`config.mk`:
```
export PLATFORM = sky130hd
export DESIGN_NAME = overflow_guard_accum
export DESIGN_NICKNAME = d
export VERILOG_FILES = /design/src/rtl/overflow_guard_accum.sv
export SDC_FILE = /design/constraint.sdc
export NUM_CORES = 1
export LEC_CHECK = 0
export ABC_AREA = 1
export BUFFER_PORTS_ARGS = -buffer_cell sky130_fd_sc_hd__buf_2
export CORE_AREA = 2 2 51 53
export DETAILED_ROUTE_END_ITERATION = 8
export DIE_AREA = 0 0 53 55
export HOLD_SLACK_MARGIN = 0.03
export MAX_ROUTING_LAYER = met4
export PLACE_DENSITY = 0.87
export SETUP_SLACK_MARGIN = 0.5
export SYNTH_ARGS = -nofsm -noshare
export SYNTH_HDL_FRONTEND = slang
export SYNTH_SLANG_ARGS = --single-unit
```
`constraint.sdc`:
```
create_clock -name clk -period 3.7 [get_ports clk]
set_input_delay 0.74 -clock clk [delete_from_list [all_inputs] [get_ports clk]]
set_output_delay 0.74 -clock clk [all_outputs]
set_load 0.005 [all_outputs]
```
`src/rtl/overflow_guard_accum.sv`:
```
// Burst accumulator: sums COUNT operand pairs per burst and presents one result with a sticky overflow flag.
// Optional build macro ACCUM_SATURATE_EN selects clamping instead of wrapping on overflow.
module overflow_guard_accum #(
    parameter int WIDTH = 4,
    parameter int COUNT = 4
) (
    input  logic             clk,
    input  logic             rst,
    input  logic             i_start,
    input  logic             i_in_valid,
    output logic             o_in_ready,
    input  logic [WIDTH-1:0] i_in_a,
    input  logic [WIDTH-1:0] i_in_b,
    output logic             o_out_valid,
    input  logic             i_out_ready,
    output logic [WIDTH-1:0] o_out_sum,
    output logic             o_out_ovf,
    output logic             o_busy
);

    typedef enum logic [1:0] {
        ST_IDLE  = 2'b00,
        ST_ACCUM = 2'b01,
        ST_DONE  = 2'b10
    } state_t;

    localparam logic [WIDTH+1:0] MAX_TOTAL = {2'b00, {WIDTH{1'b1}}};
    localparam logic [7:0]       LAST_IDX  = 8'(COUNT - 1);

    // Plain vector so the unused 2'b11 code point stays representable.
    logic [1:0]       r_state;
    state_t           w_state_nxt;
    logic [WIDTH-1:0] r_acc;
    logic             r_ovf;
    logic [7:0]       r_cnt;
    logic [WIDTH-1:0] r_out_sum;
    logic             r_out_ovf;

    logic [WIDTH:0]   w_pair;
    logic [WIDTH+1:0] w_total;
    logic             w_over;
    logic [WIDTH-1:0] w_acc_upd;
    logic             w_ovf_upd;
    logic             w_xfer;
    logic             w_last;

    // State register.
    always_ff @(posedge clk or posedge rst) begin
        if (rst) begin
            r_state <= 2'(ST_IDLE);
        end else begin
            r_state <= 2'(w_state_nxt);
        end
    end

    // Next-state and handshake decode from the registered state only.
    always_comb begin
        w_state_nxt = ST_IDLE;
        o_in_ready  = 1'b0;
        o_out_valid = 1'b0;
        o_busy      = 1'b1;
        case (r_state)
            2'(ST_IDLE): begin
                o_busy = 1'b0;
                if (i_start) begin
                    w_state_nxt = ST_ACCUM;
                end else begin
                    w_state_nxt = ST_IDLE;
                end
            end
            2'(ST_ACCUM): begin
                o_in_ready = 1'b1;
                if (w_last) begin
                    w_state_nxt = ST_DONE;
                end else begin
                    w_state_nxt = ST_ACCUM;
                end
            end
            2'(ST_DONE): begin
                o_out_valid = 1'b1;
                if (i_out_ready) begin
                    w_state_nxt = ST_IDLE;
                end else begin
                    w_state_nxt = ST_DONE;
                end
            end
            default: begin
                w_state_nxt = ST_IDLE;
            end
        endcase
    end

    // Overflow-checked sum of the incoming pair into the running total.
    always_comb begin
        w_pair    = {1'b0, i_in_a} + {1'b0, i_in_b};
        w_total   = {2'b00, r_acc} + {1'b0, w_pair};
        w_over    = (w_total > MAX_TOTAL);
        w_ovf_upd = r_ovf | w_over;
`ifdef ACCUM_SATURATE_EN
        if (w_over) begin
            w_acc_upd = {WIDTH{1'b1}};
        end else begin
            w_acc_upd = w_total[WIDTH-1:0];
        end
`else
        w_acc_upd = w_total[WIDTH-1:0];
`endif
        w_xfer = (r_state == 2'(ST_ACCUM)) && i_in_valid;
        w_last = w_xfer && (r_cnt == LAST_IDX);
    end

    // Accumulator, flag, pair counter and the registered result.
    always_ff @(posedge clk or posedge rst) begin
        if (rst) begin
            r_acc     <= '0;
            r_ovf     <= 1'b0;
            r_cnt     <= 8'd0;
            r_out_sum <= '0;
            r_out_ovf <= 1'b0;
        end else begin
            case (r_state)
                2'(ST_IDLE): begin
                    if (i_start) begin
                        r_acc     <= '0;
                        r_ovf     <= 1'b0;
                        r_cnt     <= 8'd0;
                        r_out_sum <= '0;
                        r_out_ovf <= 1'b0;
                    end else begin
                        r_acc <= r_acc;
                    end
                end
                2'(ST_ACCUM): begin
                    if (w_xfer) begin
                        r_acc <= w_acc_upd;
                        r_ovf <= w_ovf_upd;
                        r_cnt <= r_cnt + 8'd1;
                        if (w_last) begin
                            r_out_sum <= w_acc_upd;
                            r_out_ovf <= w_ovf_upd;
                        end else begin
                            r_out_sum <= r_out_sum;
                        end
                    end else begin
                        r_acc <= r_acc;
                    end
                end
                2'(ST_DONE): begin
                    r_acc <= r_acc;
                end
                default: begin
                    // Corrupted state: drop everything rather than leak a partial result.
                    r_acc     <= '0;
                    r_ovf     <= 1'b0;
                    r_cnt     <= 8'd0;
                    r_out_sum <= '0;
                    r_out_ovf <= 1'b0;
                end
            endcase
        end
    end

    assign o_out_sum = r_out_sum;
    assign o_out_ovf = r_out_ovf;

endmodule
```
==> results of run 1 <==
## worst reg2reg max path, cell delays in order (launching register included)
cell and delay (ns):
dfrtp_1 0.38, inv_1 0.08, fa_1 0.41, inv_1 0.07, ha_1 0.17, inv_1 0.05
fa_1 0.35, inv_1 0.08, nand2_1 0.10, nand3_1 0.09, nand2_1 0.05, nand3_1 0.08
nand2_1 0.05, nand2_1 0.06
## power breakdown
part	switching (mW)	leakage, nW	internal (mW)
clock	0.0654	0.0138	0.0379
sequential	0.0583	0.260	0.295
combinational	0.390	0.521	0.209
total	0.514	0.794	0.541
## cell usage in the layout, fill, tap and decap left out, types with 2 or more instances in the layout
| cell type | n |
|---|---|
| nand2_1 | 54 |
| buf_2 | 20 |
| nand2_2 | 2 |
| dfrtp_1 | 20 |
| nor2_1 | 13 |
| nand2_4 | 3 |
| a21oi_1 | 2 |
| nand4_1 | 8 |
| ha_1 | 4 |
| inv_1 | 24 |
| inv_2 | 4 |
| o21ai_1 | 5 |
| nand3_1 | 15 |
| clkbuf_4 | 3 |
| o21ai_0 | 2 |
| fa_1 | 5 |
| nor2_4 | 2 |
## flip-flops by register name, summed over array words and instances, names as in the netlist
register and count:
r_state 2, o_out_ovf 1, o_out_sum 4, r_acc 4
r_cnt 8, r_ovf 1
## worst min-delay path by stage
stage / end / cells after the start
final: o_out_sum[0]$_DFFE_PP0P_ / 2
after global routing: o_out_sum[1]$_DFFE_PP0P_ / 2
after CTS: o_out_sum[0]$_DFFE_PP0P_ / 2
after detailed placement: o_out_sum[0]$_DFFE_PP0P_ / 2
after global placement: o_out_sum[0]$_DFFE_PP0P_ / 2
after floorplan: r_acc[0]$_DFFE_PP0P_ / 2
## per-stage QoR
step | setup slack (ns) | power [mW] | cell area, sq um | cells
CTS | 1.46 | 1.06 | 1450 | 221
global placement | 1.21 | 0.919 | 1430 | 218
floorplan | 1.36 | 0.830 | 1330 | 171
finish | 1.46 | 1.05 | 1450 | 221
global route | 1.39 | 1.15 | 1450 | 221
detailed placement | 1.15 | 0.952 | 1430 | 218
## cell families (layout without fill, tap and decap cells)
| group | count (synthesis) | count (layout) |
|---|---|---|
| fa+ha+maj | 9 | 9 |
| compound gates | 11 | 11 |
| buf+inv | 32 | 52 |
| simple gates | 99 | 99 |
| flops | 20 | 20 |
## final cells by class
| class | instances | area [sq um] | area share |
|---|---|---|---|
| multi-input combinational | 119 | 684 | 0.471 |
| sequential | 20 | 500 | 0.344 |
| clock buffer | 3 | 22.5 | 0.0155 |
| inverter | 29 | 109 | 0.0749 |
| timing repair buffer | 20 | 100 | 0.0688 |
| tap | 30 | 37.5 | 0.0258 |
## metal layers
layer / global-route usage / routed length, um / up-vias
met3: 0.0349 / 108 / 6
li1: - / - / 581
met4: 0.111 / 43 / 0
met5: - / 0 / -
met1: 0.242 / 1100 / 534
met2: 0.383 / 1420 / 29
==> impl_metrics.toml, run 1 <==
[timing]
rsz0062_at_grt = "no"
tightestPinTransition_ns = 0.756
hold_fails_final_rpt = 0
timing.final.max_slew_violations = 0
post-route-period-util = 0.606
setup_violating_endpoint_count_in_the_final_report = 0
fin_tns_setup_ns = 0
slew_headroom = 0.495
worst_hold_slack_ns = 0.481
clock-skew-final_ns = 0.00732
finalCriticalPeriod_ns = 2.24
maxClockFrequency_ghz = 0.446

[synthesis]
synth.avg_cell_area_sq_um = 7.76
synth-xor-area-share = 0
post_synth_instance_area_sq_um = 1330
synthMostInstantiatedCell = "nand2_1"
post_synth_and_or_nand_nor_area_fraction = 0.347
ys_seq_area_frac = 0.377
synth.cells.most_frequent = "nand2_1 (54), inv_1 (24), dfrtp_1 (20)"
edff_count_synth = 0
synthArstFlopShare = 1.00
ys_types = 23
post_synth_mux_area_share = 0
synth_compound_area_frac = 0.0556
yosys_register_bits = 20
yosys_warnings = 0
synth_top_family_by_area = "simple AND/OR/NAND/NOR gates"
synthDominantAreaCellType = "dfrtp_1"
netlist_top_cells_area = "dfrtp_1 (38%), nand2_1 (15%), fa_1 (7.5%)"
syn_inst = 171
synth_largest_type_area_fraction = 0.377
synthFlopType = "dfrtp_1"
yosys.area_share.adder = 0.113
syn_nets = 193

[setup_path]
critical-path-top-cell-by-count = "inv_1"
path_depth = 10
worstSetupEndpoint = "o_out_sum[2]$_DFFE_PP0P_"
rr_endpoint = "o_out_ovf$_DFFE_PP0P_"
path_max_fanout = 2
worstRegToRegCells = 13
worst_setup_path_start_kind = "input port"
crit_path_cell_trace = "buf_2, inv_1, fa_1, inv_1, ha_1, inv_1, fa_1, nor2_1, nand3_1, nand2_1"
setup.reg_to_reg.worst_slack_ns = 1.64
critical_path.endpoint_type = "register"
worst_ep_arrival_time_ns = 2.48
crit_path_max_incr_delay_ns = 0.53
type_of_the_worst_setup_path = "input port to register"
crit_required_ns = 3.94
crit_slowest_cell = "fa_1"
worst-path-buf-inv = 4
critical_path.startpoint = "i_in_a[1]"
crit_family = "adder cells"
reg2reg_from = "r_acc[1]$_DFFE_PP0P_"

[clock_tree]
cts.sink_count = 20
post_cts.resized_instances = 0
ctsLongestPathBuffers = 2
cts_buffers = 3
cts_h_tree_lvls = 1
root_buffer = "clkbuf_4"
post_cts.repair.setup_buffers = 0
cts.hold.buffers_added = 0
worst_setup_hold_path_clk_slew_ns = 0.11
clk_latency_ns = 0.30
tritoncts = "yes"

[outcome]
status = "complete, no violations"

[global_route]
grt_pass1_wl_mm = 4.37
grt_antenna_before_repair = 0
grt_use_total = 0.218
grt_overflow = 0
grt_pass1_vias = 1051
grt_start_max_net_pins = 23

[min_path]
hold_path.startpoint = "o_out_sum[0]$_DFFE_PP0P_"
hold_path.class = "register to register"

[routing]
drt_pre_antenna_iters = 4
viasPerCell = 5.20
drt_drc_violations_left = 0
average_wire_length_per_cell_after_detail_routing_um = 12.1
drt_first_iter_violations = 23
antenna_left = 0
vias = 1150
wl_mm = 2.67

[final_layout]
fraction_of_final_layout_cells_with_drive_strength_greater_than_1 = 0.194
layout_utilization = 0.615
area_delta_synth_final_pct = 9.52
final_nets = 215
insertedDiodeCount = 0
fillerInstances = 215

[placed_design]
hpwlAfterDp_mm = 2.09
gp_congestion = 0.864
port_buffers = 20

[floorplan]
die_height_um = 55
floorplan.initialDensity = 0.561
die_outline_area_sq_um = 2920
design.portCount = 21
die-width_um = 53
placementRows = 18
design.core.area_sq_um = 2360

[flow_run]
cap_viol_max_count = 0

[power_and_ir_drop]
power_density_nw_per_um2 = 725
cellLeakagePower_nw = 0.794
vdd_ir_drop_max_mv = 0.533
No activity file was read; power rests on OpenSTA's default activity.
==> run 2, diff against run 1 <==
- CORE_AREA: 2 2 51 53 -> 2 2 53 55
- DIE_AREA: 0 0 53 55 -> 0 0 55 57
- PLACE_DENSITY: 0.87 -> 0.81
- clock period: 3.7 -> 2.1 ns (I/O delays scaled with it)
==> run 2 against run 1 <==
Highest routed layer unchanged. Register-to-register slack worse by 1.4 ns. Worst setup slack worse by 1.3 ns. Critical path type is now register to register. Sequential power up 75%. Sequential share of layout area down 2.0 points. Critical endpoint unchanged. Core utilization down 2.4 points. Global-route usage down 2.0 points. Total power up 92%. Clock skew up 0.0049 ns. Die area up 7.5%. Hold slack worse by 0.23 ns. Non-clock buffer count up 4. Critical path depth down 1.
==> impl_metrics.toml, run 2 (synthesized netlist as in run 1, its figures left out) <==
[outcome]
status = "complete, no violations"

[floorplan]
die-width_um = 55
die_height_um = 57
die_outline_area_sq_um = 3140
design.portCount = 21
placementRows = 19
floorplan.initialDensity = 0.508
design.core.area_sq_um = 2620

[timing]
rsz0062_at_grt = "yes"
post-route-period-util = 0.906
finalCriticalPeriod_ns = 1.90
hold_fails_final_rpt = 0
timing.final.max_slew_violations = 0
maxClockFrequency_ghz = 0.526
clock-skew-final_ns = 0.0123
setup_violating_endpoint_count_in_the_final_report = 0
slew_headroom = 0.460
worst_hold_slack_ns = 0.250
tightestPinTransition_ns = 0.809

[final_layout]
area_delta_synth_final_pct = 16.3
final_area_sq_um = 1540
layout.cells.most_common_list = "nand2_1 (52), buf_2 (20), dfrtp_1 (20)"
leading_cell_type_in_the_layout_fill_and_taps_excluded = "nand2_1"
layout_utilization = 0.590
fraction_of_final_layout_cells_with_drive_strength_greater_than_1 = 0.281
insertedDiodeCount = 0
top_register = "r_cnt"
final_nets = 219
largest_reg_flops = 8

[global_route]
grt_pass1_wl_mm = 4.43
grt_antenna_before_repair = 0
grt_overflow = 0
grt_use_total = 0.198
grt_pass1_vias = 1073
grt_start_max_net_pins = 23

[clock_tree]
clk_latency_ns = 0.30
ctsLongestPathBuffers = 2
root_buffer = "clkbuf_4"
worst_setup_hold_path_clk_slew_ns = 0.12
cts.sink_count = 20
cts_h_tree_lvls = 1
cts_buffers = 3
tritoncts = "yes"

[setup_path]
critical_path.startpoint = "r_acc[1]$_DFFE_PP0P_"
crit_path_cell_trace = "inv_2, fa_1, inv_2, ha_4, inv_2, fa_2, nor2_2, nand3_1, nand2_1"
worstSetupEndpoint = "o_out_sum[2]$_DFFE_PP0P_"
rr_endpoint = "o_out_sum[2]$_DFFE_PP0P_"
crit_family = "adder cells"
worstRegToRegCells = 9
critical_path.endpoint_type = "register"
crit_slowest_cell = "fa_2"
reg2reg_from = "r_acc[1]$_DFFE_PP0P_"
path_depth = 9
critical-path-top-cell-by-count = "inv_2"
type_of_the_worst_setup_path = "register to register"
worst_ep_arrival_time_ns = 2.09
path_max_fanout = 2
crit_required_ns = 2.29
worst-path-buf-inv = 3
worst_setup_path_start_kind = "register"
setup.reg_to_reg.worst_slack_ns = 0.20
crit_path_max_incr_delay_ns = 0.52

[routing]
drt_drc_violations_left = 0
antenna_left = 0
drt_pre_antenna_iters = 4
average_wire_length_per_cell_after_detail_routing_um = 11.5
drt_first_iter_violations = 26
vias = 1140
viasPerCell = 5.02
wl_mm = 2.62

[power_and_ir_drop]
cellLeakagePower_nw = 0.827
post-layout-total-power_mw = 2.03
vdd_ir_drop_max_mv = 0.738
power_density_nw_per_um2 = 1310

[placed_design]
gp_congestion = 0.850
port_buffers = 20
dpl-instance-area_sq_um = 1470
hpwlAfterDp_mm = 1.95

[flow_run]
cap_viol_max_count = 0

[min_path]
hold_path.class = "input port to async pin"
-- run 2: cell count changes in the layout (fill, tap and decap cells not counted), sizes merged --
cell    delta
buf        +4
clkbuf     +1
-- run 2: layer usage --
layer  vias to the layer above  share of wire  global-route usage
met5                         -              0                   -
met3                         2          0.047              0.0340
li1                        587              -                   -
met2                        32           0.50               0.321
met4                         0         0.0038              0.0697
met1                       519           0.44               0.243
-- run 2: power by group --
part           switching, mW  internal [mW]
logic                  0.725          0.458
clock network          0.120          0.106
registers             0.0998          0.519
-- run 2: timing repair --
action,4_1_cts,5_1_grt
hold buffers,0,0
gates resized for setup,5,0
setup buffers,2,1
pin swaps,7,4
endpoints found under the setup margin,7,8
endpoints found under the hold margin,0,0
-- run 2: through the flow --
step	worst slack [ns]	setup TNS, ns	instances
6_report	0.197	0	227
5_1_grt	0.107	0	227
4_1_cts	0.170	0	226
3_5_place_dp	-0.0556	-0.226	220
3_3_place_gp	-0.0312	-0.0777	220
2_1_floorplan	0.184	0	171
-- run 2: cell type report --
class | instances | area, sq um
fill | 244 | 1070
multi-input combinational | 119 | 722
sequential | 20 | 500
timing repair buffer | 24 | 130
inverter | 29 | 116
tap | 31 | 38.8
clock buffer | 4 | 36.3
-- run 2: how the worst min path moves through the flow --
stage                                to                startpoint  slack, ns
3_3_place_gp   o_out_sum[0]$_DFFE_PP0P_  o_out_sum[0]$_DFFE_PP0P_       0.46
6_report           r_cnt[0]$_DFFE_PP0P_                       rst       0.25
5_1_grt            r_cnt[0]$_DFFE_PP0P_                       rst       0.27
3_5_place_dp   o_out_sum[0]$_DFFE_PP0P_  o_out_sum[0]$_DFFE_PP0P_       0.46
2_1_floorplan     o_out_ovf$_DFFE_PP0P_                       rst       0.38
4_1_cts            r_cnt[0]$_DFFE_PP0P_                       rst       0.26
